### src/rtl/apb_master9_pkg.sv
// Shared types and widths for the apb_subsystem9 APB3 initiator.
// The APB_MST_TIMEOUT_EN build option uses TIMEOUT_CYC_DFLT as its default abort limit.
package apb_mst_pkg9;

    localparam int APB_ADDR_W       = 8;
    localparam int APB_DATA_W       = 32;
    localparam int TIMEOUT_CYC_DFLT = 16;

    typedef enum logic [1:0] {
        IDLE   = 2'b00,
        SETUP  = 2'b01,
        ACCESS = 2'b10
    } apb_state_e;

endpackage

### src/rtl/apb_master9_if.sv
// Request/response port and APB3 bus signals of apb_master9.
// The mst modport is the initiator's view; slv is the bridge/peripheral side.
interface apb_master9_if
    import apb_mst_pkg9::*;
#(
    parameter int NUM_SLV = 4,
    parameter int SEL_W   = 2
);
    logic                  req_valid9;
    logic                  req_ready9;
    logic                  req_write9;
    logic [SEL_W-1:0]      req_sel9;
    logic [APB_ADDR_W-1:0] req_addr9;
    logic [APB_DATA_W-1:0] req_wdata9;

    logic                  rsp_valid9;
    logic [APB_DATA_W-1:0] rsp_rdata9;
    logic                  rsp_err9;

    logic [NUM_SLV-1:0]    psel9;
    logic                  penable9;
    logic                  pwrite9;
    logic [APB_ADDR_W-1:0] paddr9;
    logic [APB_DATA_W-1:0] pwdata9;
    logic [APB_DATA_W-1:0] prdata9;
    logic                  pready9;
    logic                  pslverr9;

    modport mst (
        input  req_valid9, req_write9, req_sel9, req_addr9, req_wdata9,
        output req_ready9,
        output rsp_valid9, rsp_rdata9, rsp_err9,
        output psel9, penable9, pwrite9, paddr9, pwdata9,
        input  prdata9, pready9, pslverr9
    );

    modport slv (
        output req_valid9, req_write9, req_sel9, req_addr9, req_wdata9,
        input  req_ready9,
        input  rsp_valid9, rsp_rdata9, rsp_err9,
        input  psel9, penable9, pwrite9, paddr9, pwdata9,
        output prdata9, pready9, pslverr9
    );

endinterface

### src/rtl/apb_master9_tmo_cnt.sv
// ACCESS-phase wait counter for apb_master9; only built with APB_MST_TIMEOUT_EN.
// expired_o flags the edge on which the count reaches TIMEOUT_CYC.
`ifdef APB_MST_TIMEOUT_EN
module apb_mst_tmo_cnt9
    import apb_mst_pkg9::*;
#(
    parameter int TIMEOUT_CYC = TIMEOUT_CYC_DFLT
) (
    input  logic pclk9,
    input  logic n_p_reset9,
    input  logic clr_i,
    input  logic inc_i,
    output logic expired_o
);
    localparam int CNT_W = $clog2(TIMEOUT_CYC + 1);
    localparam logic [CNT_W-1:0] LAST_CNT = CNT_W'(TIMEOUT_CYC - 1);

    logic [CNT_W-1:0] cnt_q;
    logic [CNT_W-1:0] cnt_d;

    always_comb begin
        cnt_d = cnt_q;
        if (clr_i) begin
            cnt_d = '0;
        end else if (inc_i) begin
            cnt_d = cnt_q + 1'b1;
        end
    end

    always_ff @(posedge pclk9) begin
        if (!n_p_reset9) begin
            cnt_q <= '0;
        end else begin
            cnt_q <= cnt_d;
        end
    end

    assign expired_o = inc_i && (cnt_q == LAST_CNT);

endmodule
`endif

### src/rtl/apb_master9.sv
// APB3 initiator: one outstanding valid/ready request in, SETUP/ACCESS transfer out.
// Define APB_MST_TIMEOUT_EN to abort ACCESS phases that exceed TIMEOUT_CYC cycles.
//
//   state  | meaning
//   IDLE   | ready for a request; psel9/penable9 low
//   SETUP  | psel9 asserted, penable9 low, one cycle
//   ACCESS | psel9 and penable9 high, waiting for pready9
module apb_master9
    import apb_mst_pkg9::*;
#(
    parameter int NUM_SLV     = 4,
    parameter int SEL_W       = 2,
    parameter int TIMEOUT_CYC = TIMEOUT_CYC_DFLT
) (
    input  logic       pclk9,
    input  logic       n_p_reset9,
    apb_master9_if.mst bus
);
    localparam logic [SEL_W:0] NUM_SLV_W = (SEL_W + 1)'(NUM_SLV);

    if ((2 ** SEL_W) < NUM_SLV || TIMEOUT_CYC < 1) begin : g_bad_cfg
        $error("apb_master9: SEL_W too narrow for NUM_SLV or TIMEOUT_CYC < 1");
    end

    apb_state_e            state_q;
    logic [NUM_SLV-1:0]    psel_q;
    logic                  penable_q;
    logic                  pwrite_q;
    logic [APB_ADDR_W-1:0] paddr_q;
    logic [APB_DATA_W-1:0] pwdata_q;
    logic                  rsp_valid_q;
    logic [APB_DATA_W-1:0] rsp_rdata_q;
    logic                  rsp_err_q;

    logic                  req_ready;
    logic                  accept;
    logic                  sel_ok;
    logic [NUM_SLV-1:0]    psel_dec;
    logic                  tmo_abort;

    // Ready comes from state only, so the bridge sees no valid->ready loop.
    assign req_ready = (state_q == IDLE) && n_p_reset9;
    assign accept    = req_ready && bus.req_valid9;

    always_comb begin
        sel_ok   = ({1'b0, bus.req_sel9} < NUM_SLV_W);
        psel_dec = '0;
        for (int i = 0; i < NUM_SLV; i++) begin
            psel_dec[i] = (bus.req_sel9 == SEL_W'(i));
        end
    end

`ifdef APB_MST_TIMEOUT_EN
    apb_mst_tmo_cnt9 #(
        .TIMEOUT_CYC (TIMEOUT_CYC)
    ) u_tmo_cnt (
        .pclk9      (pclk9),
        .n_p_reset9 (n_p_reset9),
        .clr_i      (accept && sel_ok),
        .inc_i      ((state_q == ACCESS) && !bus.pready9),
        .expired_o  (tmo_abort)
    );
`else
    assign tmo_abort = 1'b0;
`endif

    always_ff @(posedge pclk9) begin
        if (!n_p_reset9) begin
            state_q     <= IDLE;
            psel_q      <= '0;
            penable_q   <= 1'b0;
            pwrite_q    <= 1'b0;
            paddr_q     <= '0;
            pwdata_q    <= '0;
            rsp_valid_q <= 1'b0;
            rsp_rdata_q <= '0;
            rsp_err_q   <= 1'b0;
        end else begin
            rsp_valid_q <= 1'b0;
            case (state_q)
                IDLE: begin
                    if (accept) begin
                        if (sel_ok) begin
                            state_q  <= SETUP;
                            psel_q   <= psel_dec;
                            pwrite_q <= bus.req_write9;
                            paddr_q  <= bus.req_addr9;
                            pwdata_q <= bus.req_write9 ? bus.req_wdata9 : '0;
                        end else begin
                            // Unknown slave: answer with an error, no bus cycle.
                            rsp_valid_q <= 1'b1;
                            rsp_err_q   <= 1'b1;
                            rsp_rdata_q <= '0;
                        end
                    end
                end
                SETUP: begin
                    state_q   <= ACCESS;
                    penable_q <= 1'b1;
                end
                ACCESS: begin
                    if (bus.pready9) begin
                        state_q     <= IDLE;
                        psel_q      <= '0;
                        penable_q   <= 1'b0;
                        rsp_valid_q <= 1'b1;
                        rsp_err_q   <= bus.pslverr9;
                        rsp_rdata_q <= (!pwrite_q && !bus.pslverr9) ? bus.prdata9 : '0;
                    end else if (tmo_abort) begin
                        state_q     <= IDLE;
                        psel_q      <= '0;
                        penable_q   <= 1'b0;
                        rsp_valid_q <= 1'b1;
                        rsp_err_q   <= 1'b1;
                        rsp_rdata_q <= '0;
                    end
                end
                default: begin
                    state_q   <= IDLE;
                    psel_q    <= '0;
                    penable_q <= 1'b0;
                end
            endcase
        end
    end

    assign bus.req_ready9 = req_ready;
    assign bus.rsp_valid9 = rsp_valid_q;
    assign bus.rsp_rdata9 = rsp_rdata_q;
    assign bus.rsp_err9   = rsp_err_q;
    assign bus.psel9      = psel_q;
    assign bus.penable9   = penable_q;
    assign bus.pwrite9    = pwrite_q;
    assign bus.paddr9     = paddr_q;
    assign bus.pwdata9    = pwdata_q;

endmodule

### src/flat_wrapper.sv
// flat-port wrapper written by rule: the top's interface ports become plain ports
module apb_master9_flat import apb_mst_pkg9::*;
#(
    parameter int NUM_SLV     = 4,
    parameter int SEL_W       = 2,
    parameter int TIMEOUT_CYC = TIMEOUT_CYC_DFLT
)
  (pclk9, n_p_reset9, bus_req_valid9, bus_req_write9, bus_req_sel9, bus_req_addr9, bus_req_wdata9, bus_req_ready9, bus_rsp_valid9, bus_rsp_rdata9, bus_rsp_err9, bus_psel9, bus_penable9, bus_pwrite9, bus_paddr9, bus_pwdata9, bus_prdata9, bus_pready9, bus_pslverr9);
  apb_master9_if #(.NUM_SLV(NUM_SLV), .SEL_W(SEL_W)) bus_i ();
  input  logic pclk9;
  input  logic n_p_reset9;
  input wire logic [$bits(bus_i.req_valid9)-1:0] bus_req_valid9;
  input wire logic [$bits(bus_i.req_write9)-1:0] bus_req_write9;
  input wire logic [$bits(bus_i.req_sel9)-1:0] bus_req_sel9;
  input wire logic [$bits(bus_i.req_addr9)-1:0] bus_req_addr9;
  input wire logic [$bits(bus_i.req_wdata9)-1:0] bus_req_wdata9;
  output wire logic [$bits(bus_i.req_ready9)-1:0] bus_req_ready9;
  output wire logic [$bits(bus_i.rsp_valid9)-1:0] bus_rsp_valid9;
  output wire logic [$bits(bus_i.rsp_rdata9)-1:0] bus_rsp_rdata9;
  output wire logic [$bits(bus_i.rsp_err9)-1:0] bus_rsp_err9;
  output wire logic [$bits(bus_i.psel9)-1:0] bus_psel9;
  output wire logic [$bits(bus_i.penable9)-1:0] bus_penable9;
  output wire logic [$bits(bus_i.pwrite9)-1:0] bus_pwrite9;
  output wire logic [$bits(bus_i.paddr9)-1:0] bus_paddr9;
  output wire logic [$bits(bus_i.pwdata9)-1:0] bus_pwdata9;
  input wire logic [$bits(bus_i.prdata9)-1:0] bus_prdata9;
  input wire logic [$bits(bus_i.pready9)-1:0] bus_pready9;
  input wire logic [$bits(bus_i.pslverr9)-1:0] bus_pslverr9;
  assign bus_i.req_valid9 = bus_req_valid9;
  assign bus_i.req_write9 = bus_req_write9;
  assign bus_i.req_sel9 = bus_req_sel9;
  assign bus_i.req_addr9 = bus_req_addr9;
  assign bus_i.req_wdata9 = bus_req_wdata9;
  assign bus_req_ready9 = bus_i.req_ready9;
  assign bus_rsp_valid9 = bus_i.rsp_valid9;
  assign bus_rsp_rdata9 = bus_i.rsp_rdata9;
  assign bus_rsp_err9 = bus_i.rsp_err9;
  assign bus_psel9 = bus_i.psel9;
  assign bus_penable9 = bus_i.penable9;
  assign bus_pwrite9 = bus_i.pwrite9;
  assign bus_paddr9 = bus_i.paddr9;
  assign bus_pwdata9 = bus_i.pwdata9;
  assign bus_i.prdata9 = bus_prdata9;
  assign bus_i.pready9 = bus_pready9;
  assign bus_i.pslverr9 = bus_pslverr9;
  apb_master9 #(.NUM_SLV(NUM_SLV), .SEL_W(SEL_W), .TIMEOUT_CYC(TIMEOUT_CYC)) u_core (.pclk9(pclk9), .n_p_reset9(n_p_reset9), .bus(bus_i));
endmodule
### config.mk
export PLATFORM = sky130hd
export DESIGN_NAME = apb_master9_flat
export DESIGN_NICKNAME = d
export VERILOG_FILES = /design/src/rtl/apb_master9_pkg.sv /design/src/rtl/apb_master9_if.sv /design/src/rtl/apb_master9_tmo_cnt.sv /design/src/rtl/apb_master9.sv /design/src/flat_wrapper.sv
export SDC_FILE = /design/constraint.sdc
export NUM_CORES = 1
export LEC_CHECK = 0
export CORE_MARGIN = 2
export CORE_UTILIZATION = 31
export CTS_CLUSTER_DIAMETER = 40
export DETAILED_ROUTE_END_ITERATION = 16
export PLACE_DENSITY = 0.73
export REMOVE_ABC_BUFFERS = 1
export SLEW_MARGIN = 20
export SYNTH_ARGS = -nofsm -noshare
export SYNTH_HDL_FRONTEND = slang
export SYNTH_SLANG_ARGS = --single-unit
### constraint.sdc
create_clock -name pclk9 -period 1.2 [get_ports pclk9]
set_input_delay 0.18 -clock pclk9 [delete_from_list [all_inputs] [get_ports pclk9]]
set_output_delay 0.18 -clock pclk9 [all_outputs]
set_load 0.05 [all_outputs]
=== Yosys cells after proc, flatten, opt, wreduce, memory -nomap -nowiden ===
Cells that the tools add are included.

* Reductions and logical operators: 13
* Equal/unequal tests: 7
* Bitwise operators: 2
* Multiplexer cells: 11

{| class="wikitable"
|+ Operators with widths
! operator !! number
|-
| 2-to-1 mux 32 bit || 2
|-
| case mux 4 bit (3 select lines) || 1
|-
| AND reduction 2 bit || 5
|-
| 2-to-1 mux 4 bit || 2
|-
| equality test 2 bit (second input constant) || 3
|-
| case mux 2 bit (3 select lines) || 1
|-
| equality test 2 x 1 -> 1 bit (second input constant) || 2
|-
| logical NOT 2 bit || 2
|-
| 2-to-1 mux 2 bit || 2
|-
| logical AND 1 bit || 3
|-
| case mux 1 bit (3 select lines) || 1
|-
| AND reduction 3 bit || 1
|-
| logical NOT 1 bit || 2
|-
| 2-to-1 mux 1 bit || 2
|-
| != test 2 x 1 -> 1 bit (second input constant) || 1
|-
| != test 2 bit (second input constant) || 1
|-
| inverter 1 bit || 2
|}

* Flip-flop bits (word level): 82
* Output and inout bits: 81
* Logic and storage cells: 42
* Input bits: 80

=== Logic depth before layout (Yosys ltp) ===
Gate-level depths: netlist (run 1).

* Depth in word-level cells: 5
* Mapped depth: 6
* Gate-level depth less buffers: 4

=== Worst setup path after synthesis (run 1) ===
Ideal clock, no wire load.

* Path type: flip-flop to flip-flop
* From: reg u_core.pwrite_q, in the netlist u_core.bus.pwrite9
* To: reg u_core.rsp_rdata_q[0], in the netlist u_core.bus.rsp_rdata9[0]
* Clock period less this slack: 1.321 ns
* Setup slack: -0.121 ns
* Buffers on the path: 1
* Cell stages (with the launch flop): 5
* Data required time: 1.130 ns
* Arrival: 1.251 ns
* Setup time: 0.070 ns
* Path through: dfxtp_1 nor2_1 clkbuf_1 nand3_1 a21boi_1

* Cells in the longest elaborated chain, start to end: 3

{| class="wikitable"
|+ Ends and longest elaborated chain
! item !! line !! text
|-
| start: declaration || apb_master9.sv:28 || <nowiki>logic pwrite_q;</nowiki>
|-
| start signal: assignment || apb_master9.sv:86 || <nowiki>pwrite_q <= bus.req_write9;</nowiki>
|-
| logical NOT 1 bit || apb_master9.sv:108 || <nowiki>rsp_rdata_q <= (!pwrite_q && !bus.pslverr9) ? bus.prdata9 : '0;</nowiki>
|-
| logical AND 1 bit || apb_master9.sv:108 ||
|-
| 2-to-1 mux 32 bit || apb_master9.sv:108 ||
|-
| end signal: assignment || apb_master9.sv:108 ||
|-
| end: declaration || apb_master9.sv:32 || <nowiki>logic [APB_DATA_W-1:0] rsp_rdata_q;</nowiki>
|}

No other way between the ends.
A chain may end at the register's enable or synchronous reset.

=== Worst setup path after layout (run 1) ===
* From: reg u_core.state_q[1]
* To: out bus_req_ready9

* Cells in the longest elaborated chain, start to end: 2

{| class="wikitable"
|+ Ends and longest elaborated chain
! item !! line !! text
|-
| start: declaration || apb_master9.sv:25 || <nowiki>apb_state_e state_q;</nowiki>
|-
| start signal: assignment || apb_master9.sv:69 || <nowiki>state_q <= IDLE;</nowiki>
|-
| start signal: assignment || apb_master9.sv:84 || <nowiki>state_q <= SETUP;</nowiki>
|-
| start signal: assignment || apb_master9.sv:98 || <nowiki>state_q <= ACCESS;</nowiki>
|-
| logical NOT 2 bit || apb_master9.sv:42 || <nowiki>assign req_ready = (state_q == IDLE) && n_p_reset9;</nowiki>
|-
| logical AND 1 bit || apb_master9.sv:42 ||
|-
| end: declaration || flat_wrapper.sv:17 || <nowiki>output wire logic [$bits(bus_i.req_ready9)-1:0] bus_req_ready9;</nowiki>
|}

No other way between the ends.

==> impl_metrics.xml, run 1 <==
<?xml version="1.0" encoding="UTF-8"?>
<metrics>
  <group name="layout">
    <metric name="final_cell_mix" unit="">88 x buf_12, 80 x dfxtp_1, 78 x clkdlybuf4s50_1</metric>
    <metric name="final_cell_count_no_fill" unit="">674</metric>
    <metric name="layout_commonest_cell" unit="">buf_12</metric>
    <metric name="drive_gt1_frac" unit="">0.366</metric>
    <metric name="synthToLayoutAreaGrowth" unit="%">105</metric>
    <metric name="design_area" unit="sq um">6530</metric>
    <metric name="antenna_cells" unit="">0</metric>
    <metric name="design.final.nets" unit="">613</metric>
  </group>
  <group name="status">
    <metric name="violated_checks" unit="">negative setup slack</metric>
    <metric name="run_status" unit="">complete, but fails checks</metric>
  </group>
  <group name="die">
    <metric name="floorplan.core_area" unit="sq um">10100</metric>
    <metric name="initial_core_util" unit="">0.315</metric>
    <metric name="design.die.area" unit="sq um">11100</metric>
    <metric name="boundaryPins" unit="">161</metric>
    <metric name="die_width" unit="microns">105</metric>
    <metric name="dieHeight" unit="microns">105</metric>
    <metric name="std_cell_rows" unit="">37</metric>
  </group>
  <group name="route">
    <metric name="detailedRoute.firstIterationViolations" unit="">56</metric>
    <metric name="post_drt_wl_per_cell" unit="microns">15.7</metric>
    <metric name="route.detailed.vias_per_inst" unit="">4.81</metric>
    <metric name="postRouteAntennaNets" unit="">0</metric>
    <metric name="num_vias" unit="">3244</metric>
    <metric name="drt_drc_violations_left" unit="">0</metric>
    <metric name="routed_wirelength" unit="microns">10600</metric>
    <metric name="drt_first_pass_iters" unit="">6</metric>
  </group>
  <group name="timing">
    <metric name="postLayoutSetupSlackWorst" unit="ns">-0.149</metric>
    <metric name="slew_viol_final" unit="">0</metric>
    <metric name="unrepaired_setup_endpoints_after_global_routing" unit="">true</metric>
    <metric name="share_of_the_clock_period_used_by_the_worst_path_after_layout" unit="">1.12</metric>
    <metric name="fmax" unit="MHz">741</metric>
    <metric name="holdWs" unit="ns">0.363</metric>
    <metric name="report.final.setup_viol" unit="">78</metric>
    <metric name="post-route-min-period" unit="ns">1.35</metric>
    <metric name="worst_clock_skew" unit="ns">0.0154</metric>
    <metric name="relSlewSlack" unit="">0.753</metric>
    <metric name="finalHoldViolations" unit="">0</metric>
    <metric name="tightest_slew" unit="ns">0.370</metric>
  </group>
  <group name="critical_path">
    <metric name="arrival" unit="ns">1.17</metric>
    <metric name="setup.reg_to_reg.worst_slack" unit="ns">-0.14</metric>
    <metric name="crit_cells" unit="">4</metric>
    <metric name="worstPathMaxFanout" unit="">4</metric>
    <metric name="crit_path_cell_trace" unit="">buf_6, nor2_4, and2_4, buf_12</metric>
    <metric name="path_buf_inv" unit="">2</metric>
    <metric name="reg2reg_depth" unit="">6</metric>
    <metric name="timing.critical_path.max_delay_family" unit="">flip-flops</metric>
    <metric name="crit_path_max_incr_delay" unit="ns">0.34</metric>
    <metric name="crit_required" unit="ns">1.02</metric>
    <metric name="critPathLaunch" unit="">u_core.state_q[1]$_SDFFE_PN0P_</metric>
    <metric name="worst_setup_path_endpoint" unit="">bus_req_ready9</metric>
    <metric name="crit_end_element" unit="">primary output</metric>
    <metric name="critPathKind" unit="">reg -&gt; out</metric>
    <metric name="cp_slowest_cell" unit="">dfxtp_2</metric>
    <metric name="endpoint_of_the_worst_slack_reg_to_reg_timing_path" unit="">u_core.bus.rsp_rdata9[2]$_SDFFE_PN0P_</metric>
    <metric name="crit_path_start_kind" unit="">flip-flop</metric>
    <metric name="r2r_start" unit="">u_core.state_q[0]$_SDFFE_PN0P_</metric>
  </group>
  <group name="synth">
    <metric name="synth.cell_area" unit="sq um">3190</metric>
    <metric name="synth_fa_ha_area_frac" unit="">0</metric>
    <metric name="main_combinational_cell_family_by_area_after_synthesis" unit="">simple AND/OR/NAND/NOR gates</metric>
    <metric name="yosys_most_used_dff" unit="">dfxtp_1</metric>
    <metric name="synth_seq_cells" unit="">82</metric>
    <metric name="synthMuxAreaShare" unit="">0.0125</metric>
    <metric name="synth_xor_xnor_area_share" unit="">0</metric>
    <metric name="yosys.area_share.simple" unit="">0.248</metric>
    <metric name="average_footprint_of_a_synthesized_cell" unit="sq um">8.82</metric>
    <metric name="number_of_unique_standard_cell_types_used_by_synthesis" unit="">23</metric>
    <metric name="async_reset_ff_frac" unit="">0</metric>
    <metric name="synthesis.instances" unit="">362</metric>
    <metric name="synth-edff-count" unit="">0</metric>
    <metric name="synth_compound_gate_area_share" unit="">0.162</metric>
    <metric name="synth.yosys.warnings" unit="">0</metric>
    <metric name="synth_seq_area_share" unit="">0.514</metric>
  </group>
  <group name="worst_hold_path">
    <metric name="hp-class" unit="">in -&gt; reg</metric>
  </group>
  <group name="clocking">
    <metric name="clock_tree.htree_level_count" unit="">3</metric>
    <metric name="clockRootBuffer" unit="">clkbuf_8</metric>
    <metric name="cts.hold.buffers_added" unit="">0</metric>
    <metric name="cts_max_path_buffers" unit="">2</metric>
    <metric name="clk_pin_slew_worst_paths" unit="ns">0.09</metric>
    <metric name="sinks_on_clock_net" unit="">82</metric>
    <metric name="cts_tree" unit="">yes</metric>
    <metric name="worst_skew_pair.late_latency" unit="ns">0.35</metric>
    <metric name="cts_inserted_buffers" unit="">9</metric>
  </group>
  <group name="pwr">
    <metric name="power.leakage" unit="nW">2.36</metric>
    <metric name="vdd_drop_max" unit="mV">0.564</metric>
    <metric name="powerDensity" unit="nW/um^2">962</metric>
  </group>
  <group name="global_route">
    <metric name="grt_pass1_wl" unit="microns">16100</metric>
    <metric name="grt_antenna_before_repair" unit="">0</metric>
    <metric name="grt_util_all_layers" unit="">0.180</metric>
    <metric name="grt-ovfl-total" unit="">0</metric>
    <metric name="number_of_global_route_vias_before_repair" unit="">3332</metric>
    <metric name="grt_max_degree" unit="">44</metric>
  </group>
  <group name="place">
    <metric name="postPlaceCellArea" unit="sq um">5800</metric>
    <metric name="placedCellCount" unit="">647</metric>
    <metric name="place.port_buffers" unit="">160</metric>
    <metric name="place_congestion" unit="">0.708</metric>
    <metric name="hpwl_after_detailed_placement" unit="microns">6930</metric>
    <metric name="place_ws" unit="ns">-0.362</metric>
  </group>
  <group name="job">
    <metric name="cap_violations" unit="">0</metric>
  </group>
</metrics>
worst min path at each step:
stage / from / to / slack (ns) / depth (start not counted)
CTS: bus_req_addr9[6] / u_core.bus.paddr9[6]$_SDFFE_PN0P_ / 0.34 / 3
detailed placement: u_core.bus.rsp_rdata9[21]$_SDFFE_PN0P_ / u_core.bus.rsp_rdata9[21]$_SDFFE_PN0P_ / 0.48 / 2
finish: bus_req_addr9[6] / u_core.bus.paddr9[6]$_SDFFE_PN0P_ / 0.36 / 3
floorplan: bus_req_addr9[0] / u_core.bus.paddr9[0]$_SDFFE_PN0P_ / 0.28 / 2
global route: bus_req_addr9[4] / u_core.bus.paddr9[4]$_SDFFE_PN0P_ / 0.37 / 3
global placement: u_core.bus.pwdata9[3]$_SDFFE_PN0P_ / u_core.bus.pwdata9[3]$_SDFFE_PN0P_ / 0.47 / 2
metal layers:
metal	global-route usage	routed length, microns	vias to the layer above
met4	0.0620	151	0
li1	-	-	1571
met3	0.0600	841	13
met2	0.317	5390	121
met5	0	0	-
met1	0.204	4180	1539
sequential cells by signal, summed over array words and instances, names as in the netlist:
| register | cells |
|---|---|
| u_core.bus.penable9 | 1 |
| u_core.state_q | 2 |
| u_core.bus.rsp_valid9 | 1 |
| u_core.bus.psel9 | 4 |
| u_core.bus.rsp_err9 | 1 |
| u_core.bus.rsp_rdata9 | 32 |
| u_core.bus.pwrite9 | 1 |
| u_core.bus.paddr9 | 8 |
| u_core.bus.pwdata9 | 32 |
cell type report:
cell class	count	area, sq um
Clock inverter	5	60.1
Multi-Input combinational cell	247	1660
Fill cell	762	3610
Clock buffer	11	141
Tap cell	136	170
Sequential cell	82	1640
Inverter	1	8.76
Timing Repair Buffer	192	2840
cells by family after synthesis:
family / Yosys count
buf+inv: 33
mux: 4
compound gates: 69
flops: 82
simple gates: 174
cell usage after synthesis, drive strengths merged, types with 2 or more instances:
| cell type | instances | area, sq um |
|---|---|---|
| nand2 | 89 | 334 |
| dfxtp | 82 | 1640 |
| nand3 | 72 | 360 |
| a21boi | 66 | 495 |
| buf | 24 | 164 |
| clkbuf | 8 | 30.0 |
| mux2i | 4 | 40.0 |
| and2 | 2 | 12.5 |
| nand4b | 2 | 17.5 |
| nand4bb | 2 | 22.5 |
| nor2 | 2 | 7.51 |
tightest hold or removal path, delay by kind of cell:
kind,cells,cell delay (ns)
and+or+nand+nor,2,0.09
buffers and inverters,1,0.40
stage by stage:
stage | TNS [ns] | util | total power, mW
after detailed placement | -23.46 | 0.573 | 4.18
after global placement | -20.80 | 0.573 | 4.16
after floorplan | -72.31 | - | 3.36
final | -6.63 | 0.644 | 6.28
after global routing | -11.71 | 0.644 | 6.55
after CTS | -6.86 | 0.622 | 6.32
power by group:
group | internal, mW | total [mW] | switching (mW)
clock | 1.03 | 2.05 | 1.02
sequential | 2.80 | 2.88 | 0.0816
combinational | 0.718 | 1.35 | 0.636
total | 4.55 | 6.28 | 1.74
timing repair:
action	4_1_cts	5_1_grt
cloned	3	3
buffers inserted	5	1
setup endpoints to repair	73	81
pin swaps	51	14
gates resized for setup	61	45
(Power assumes the default switching activity.)
==> run 2, diff against run 1 <==
--- a/config.mk
+++ b/config.mk
@@ -7,6 +7,7 @@
 export LEC_CHECK = 0
 export CORE_MARGIN = 2
 export CORE_UTILIZATION = 31
+export CTS_BUF_LIST = sky130_fd_sc_hd__clkbuf_4
 export CTS_CLUSTER_DIAMETER = 40
 export DETAILED_ROUTE_END_ITERATION = 16
 export PLACE_DENSITY = 0.73
==> run 2 against run 1 <==
  * The flow still finishes with violations (negative setup slack)
  * Clock skew up 0.011 ns
  * Final area up 10%
  * Combinational power up 18%
  * Routed wire length up 16%
  * Maximum frequency down 7.1%
  * Critical endpoint unchanged
  * Largest power group unchanged
  * Highest routed layer unchanged
==> impl_metrics.xml, run 2 (same netlist as run 1, synthesis figures left out) <==
<?xml version="1.0" encoding="UTF-8"?>
<metrics>
  <group name="timing">
    <metric name="fmax" unit="MHz">688</metric>
    <metric name="unrepaired_setup_endpoints_after_global_routing" unit="">true</metric>
    <metric name="postLayoutSetupSlackWorst" unit="ns">-0.253</metric>
    <metric name="setup_total_negative_slack" unit="ns">-11.23</metric>
    <metric name="worst_clock_skew" unit="ns">0.0260</metric>
    <metric name="finalHoldViolations" unit="">0</metric>
    <metric name="tightest_slew" unit="ns">0.400</metric>
    <metric name="slew_viol_final" unit="">0</metric>
    <metric name="post-route-min-period" unit="ns">1.45</metric>
    <metric name="report.final.setup_viol" unit="">82</metric>
    <metric name="relSlewSlack" unit="">0.733</metric>
    <metric name="share_of_the_clock_period_used_by_the_worst_path_after_layout" unit="">1.21</metric>
  </group>
  <group name="die">
    <metric name="boundaryPins" unit="">161</metric>
    <metric name="dieHeight" unit="microns">105</metric>
    <metric name="initial_core_util" unit="">0.315</metric>
    <metric name="floorplan.core_area" unit="sq um">10100</metric>
    <metric name="design.die.area" unit="sq um">11100</metric>
    <metric name="die_width" unit="microns">105</metric>
    <metric name="std_cell_rows" unit="">37</metric>
  </group>
  <group name="route">
    <metric name="post_drt_wl_per_cell" unit="microns">17.6</metric>
    <metric name="postRouteAntennaNets" unit="">0</metric>
    <metric name="routed_wirelength" unit="microns">12200</metric>
    <metric name="route.detailed.vias_per_inst" unit="">4.94</metric>
    <metric name="drt_first_pass_iters" unit="">4</metric>
    <metric name="detailedRoute.firstIterationViolations" unit="">44</metric>
    <metric name="num_vias" unit="">3425</metric>
    <metric name="drt_drc_violations_left" unit="">0</metric>
  </group>
  <group name="critical_path">
    <metric name="crit_end_element" unit="">primary output</metric>
    <metric name="critPathKind" unit="">reg -&gt; out</metric>
    <metric name="crit_path_start_kind" unit="">flip-flop</metric>
    <metric name="timing.critical_path.max_delay_family" unit="">flip-flops</metric>
    <metric name="path_buf_inv" unit="">2</metric>
    <metric name="cp_slowest_cell" unit="">dfxtp_2</metric>
    <metric name="crit_path_max_incr_delay" unit="ns">0.35</metric>
    <metric name="crit_required" unit="ns">1.02</metric>
    <metric name="crit_path_cell_trace" unit="">buf_6, nor2_4, and2_4, buf_12</metric>
    <metric name="worstPathMaxFanout" unit="">3</metric>
    <metric name="arrival" unit="ns">1.27</metric>
  </group>
  <group name="pwr">
    <metric name="powerDensity" unit="nW/um^2">854</metric>
    <metric name="totalPowerFinal" unit="mW">6.15</metric>
    <metric name="power.leakage" unit="nW">2.65</metric>
    <metric name="vdd_drop_max" unit="mV">0.518</metric>
  </group>
  <group name="layout">
    <metric name="layout.area.seq" unit="sq um">1740</metric>
    <metric name="final_cell_mix" unit="">94 x buf_12, 78 x clkdlybuf4s50_1, 70 x dfxtp_2</metric>
    <metric name="nFillCells" unit="">685</metric>
    <metric name="layout_commonest_cell" unit="">buf_12</metric>
    <metric name="drive_gt1_frac" unit="">0.622</metric>
    <metric name="multi_input_comb_area" unit="sq um">1980</metric>
    <metric name="final_cell_count_no_fill" unit="">694</metric>
    <metric name="synthToLayoutAreaGrowth" unit="%">125</metric>
    <metric name="design.final.nets" unit="">633</metric>
    <metric name="design_area" unit="sq um">7200</metric>
    <metric name="post-route-util" unit="">0.710</metric>
    <metric name="antenna_cells" unit="">0</metric>
  </group>
  <group name="place">
    <metric name="postPlaceCellArea" unit="sq um">5800</metric>
    <metric name="place.port_buffers" unit="">160</metric>
    <metric name="place_congestion" unit="">0.708</metric>
    <metric name="hpwl_after_detailed_placement" unit="microns">6930</metric>
    <metric name="placedCellCount" unit="">647</metric>
  </group>
  <group name="global_route">
    <metric name="grt_pass1_wl" unit="microns">16400</metric>
    <metric name="number_of_global_route_vias_before_repair" unit="">3376</metric>
    <metric name="grt-ovfl-total" unit="">0</metric>
    <metric name="grt_antenna_before_repair" unit="">0</metric>
    <metric name="grt_max_degree" unit="">44</metric>
    <metric name="grt_util_all_layers" unit="">0.185</metric>
  </group>
  <group name="status">
    <metric name="run_status" unit="">complete, but fails checks</metric>
    <metric name="violated_checks" unit="">negative setup slack</metric>
  </group>
  <group name="clocking">
    <metric name="sinks_on_clock_net" unit="">82</metric>
    <metric name="cts_tree" unit="">yes</metric>
    <metric name="cts_inserted_buffers" unit="">9</metric>
    <metric name="clk_pin_slew_worst_paths" unit="ns">0.14</metric>
    <metric name="clock_tree.htree_level_count" unit="">3</metric>
    <metric name="worst_skew_pair.late_latency" unit="ns">0.42</metric>
    <metric name="clockRootBuffer" unit="">clkbuf_4</metric>
    <metric name="cts_max_path_buffers" unit="">2</metric>
  </group>
  <group name="worst_hold_path">
    <metric name="hp-class" unit="">in -&gt; reg</metric>
  </group>
  <group name="job">
    <metric name="cap_violations" unit="">0</metric>
  </group>
</metrics>
## run 2: cell count changes in the layout (fill, tap and decap cells not counted), moves of 16 or more
cell	previous run	this run
dfxtp_2	2	70
dfxtp_1	80	9
a21boi_2	13	29
nand2_1	75	27
nand2_4	1	35
## run 2: final timing paths
check	cells after the start	start	slack (ns)	to
worst max register to register	7	u_core.state_q[1]$_SDFFE_PN0P_	-0.21	u_core.bus.rsp_rdata9[2]$_SDFFE_PN0P_
worst max-delay path	4	u_core.state_q[0]$_SDFFE_PN0P_	-0.25	bus_req_ready9
worst min register to register	2	u_core.bus.rsp_rdata9[16]$_SDFFE_PN0P_	0.48	u_core.bus.rsp_rdata9[16]$_SDFFE_PN0P_
worst min-delay path	3	bus_req_addr9[1]	0.29	u_core.bus.paddr9[1]$_SDFFE_PN0P_
## run 2: power by group
| group | total [mW] | switching, mW | internal, mW | leakage, nW |
|---|---|---|---|---|
| logic | 1.59 | 0.734 | 0.854 | 1.87 |
| clock network | 1.66 | 0.992 | 0.665 | 0.0748 |
| registers | 2.91 | 0.0970 | 2.81 | 0.700 |
| total | 6.15 | 1.82 | 4.33 | 2.65 |
## run 2: timing repair
item	in CTS	in global routing
buffers inserted	14	7
resized for setup	62	250
endpoints found under the hold margin	0	0
gates cloned	5	9
pin swaps	7	89
hold buffers	0	0
setup endpoints to repair	92	121
## run 2: routing by layer
metal	GRT usage	wire, microns	share of wire	vias up
met5	0	0	0	-
met4	0.0639	234	0.019	0
met3	0.0606	890	0.073	22
met2	0.328	6480	0.53	138
met1	0.207	4610	0.38	1645
li1	-	-	-	1620
## run 2: tightest hold or removal path, delay by kind of cell
family / cells / cell delay [ns]
and+or+nand+nor: 2 / 0.11
buffers and inverters: 1 / 0.40
## run 2: area by class of cell
type                            count  share of cell area
Timing Repair inverter              5             0.00991
Inverter                            1             0.00226
Multi-Input combinational cell    247               0.276
Sequential cell                    82               0.242
Tap cell                          136              0.0236
Clock inverter                      6             0.00886
Timing Repair Buffer              207               0.428
Clock buffer                       10              0.0104
## run 2: metrics by stage
step	setup WS [ns]	hold slack, ns
2_1_floorplan	-1.10	0.279
3_3_place_gp	-0.309	0.473
3_5_place_dp	-0.362	0.481
4_1_cts	-0.282	0.233
5_1_grt	-0.331	0.270
6_report	-0.253	0.287
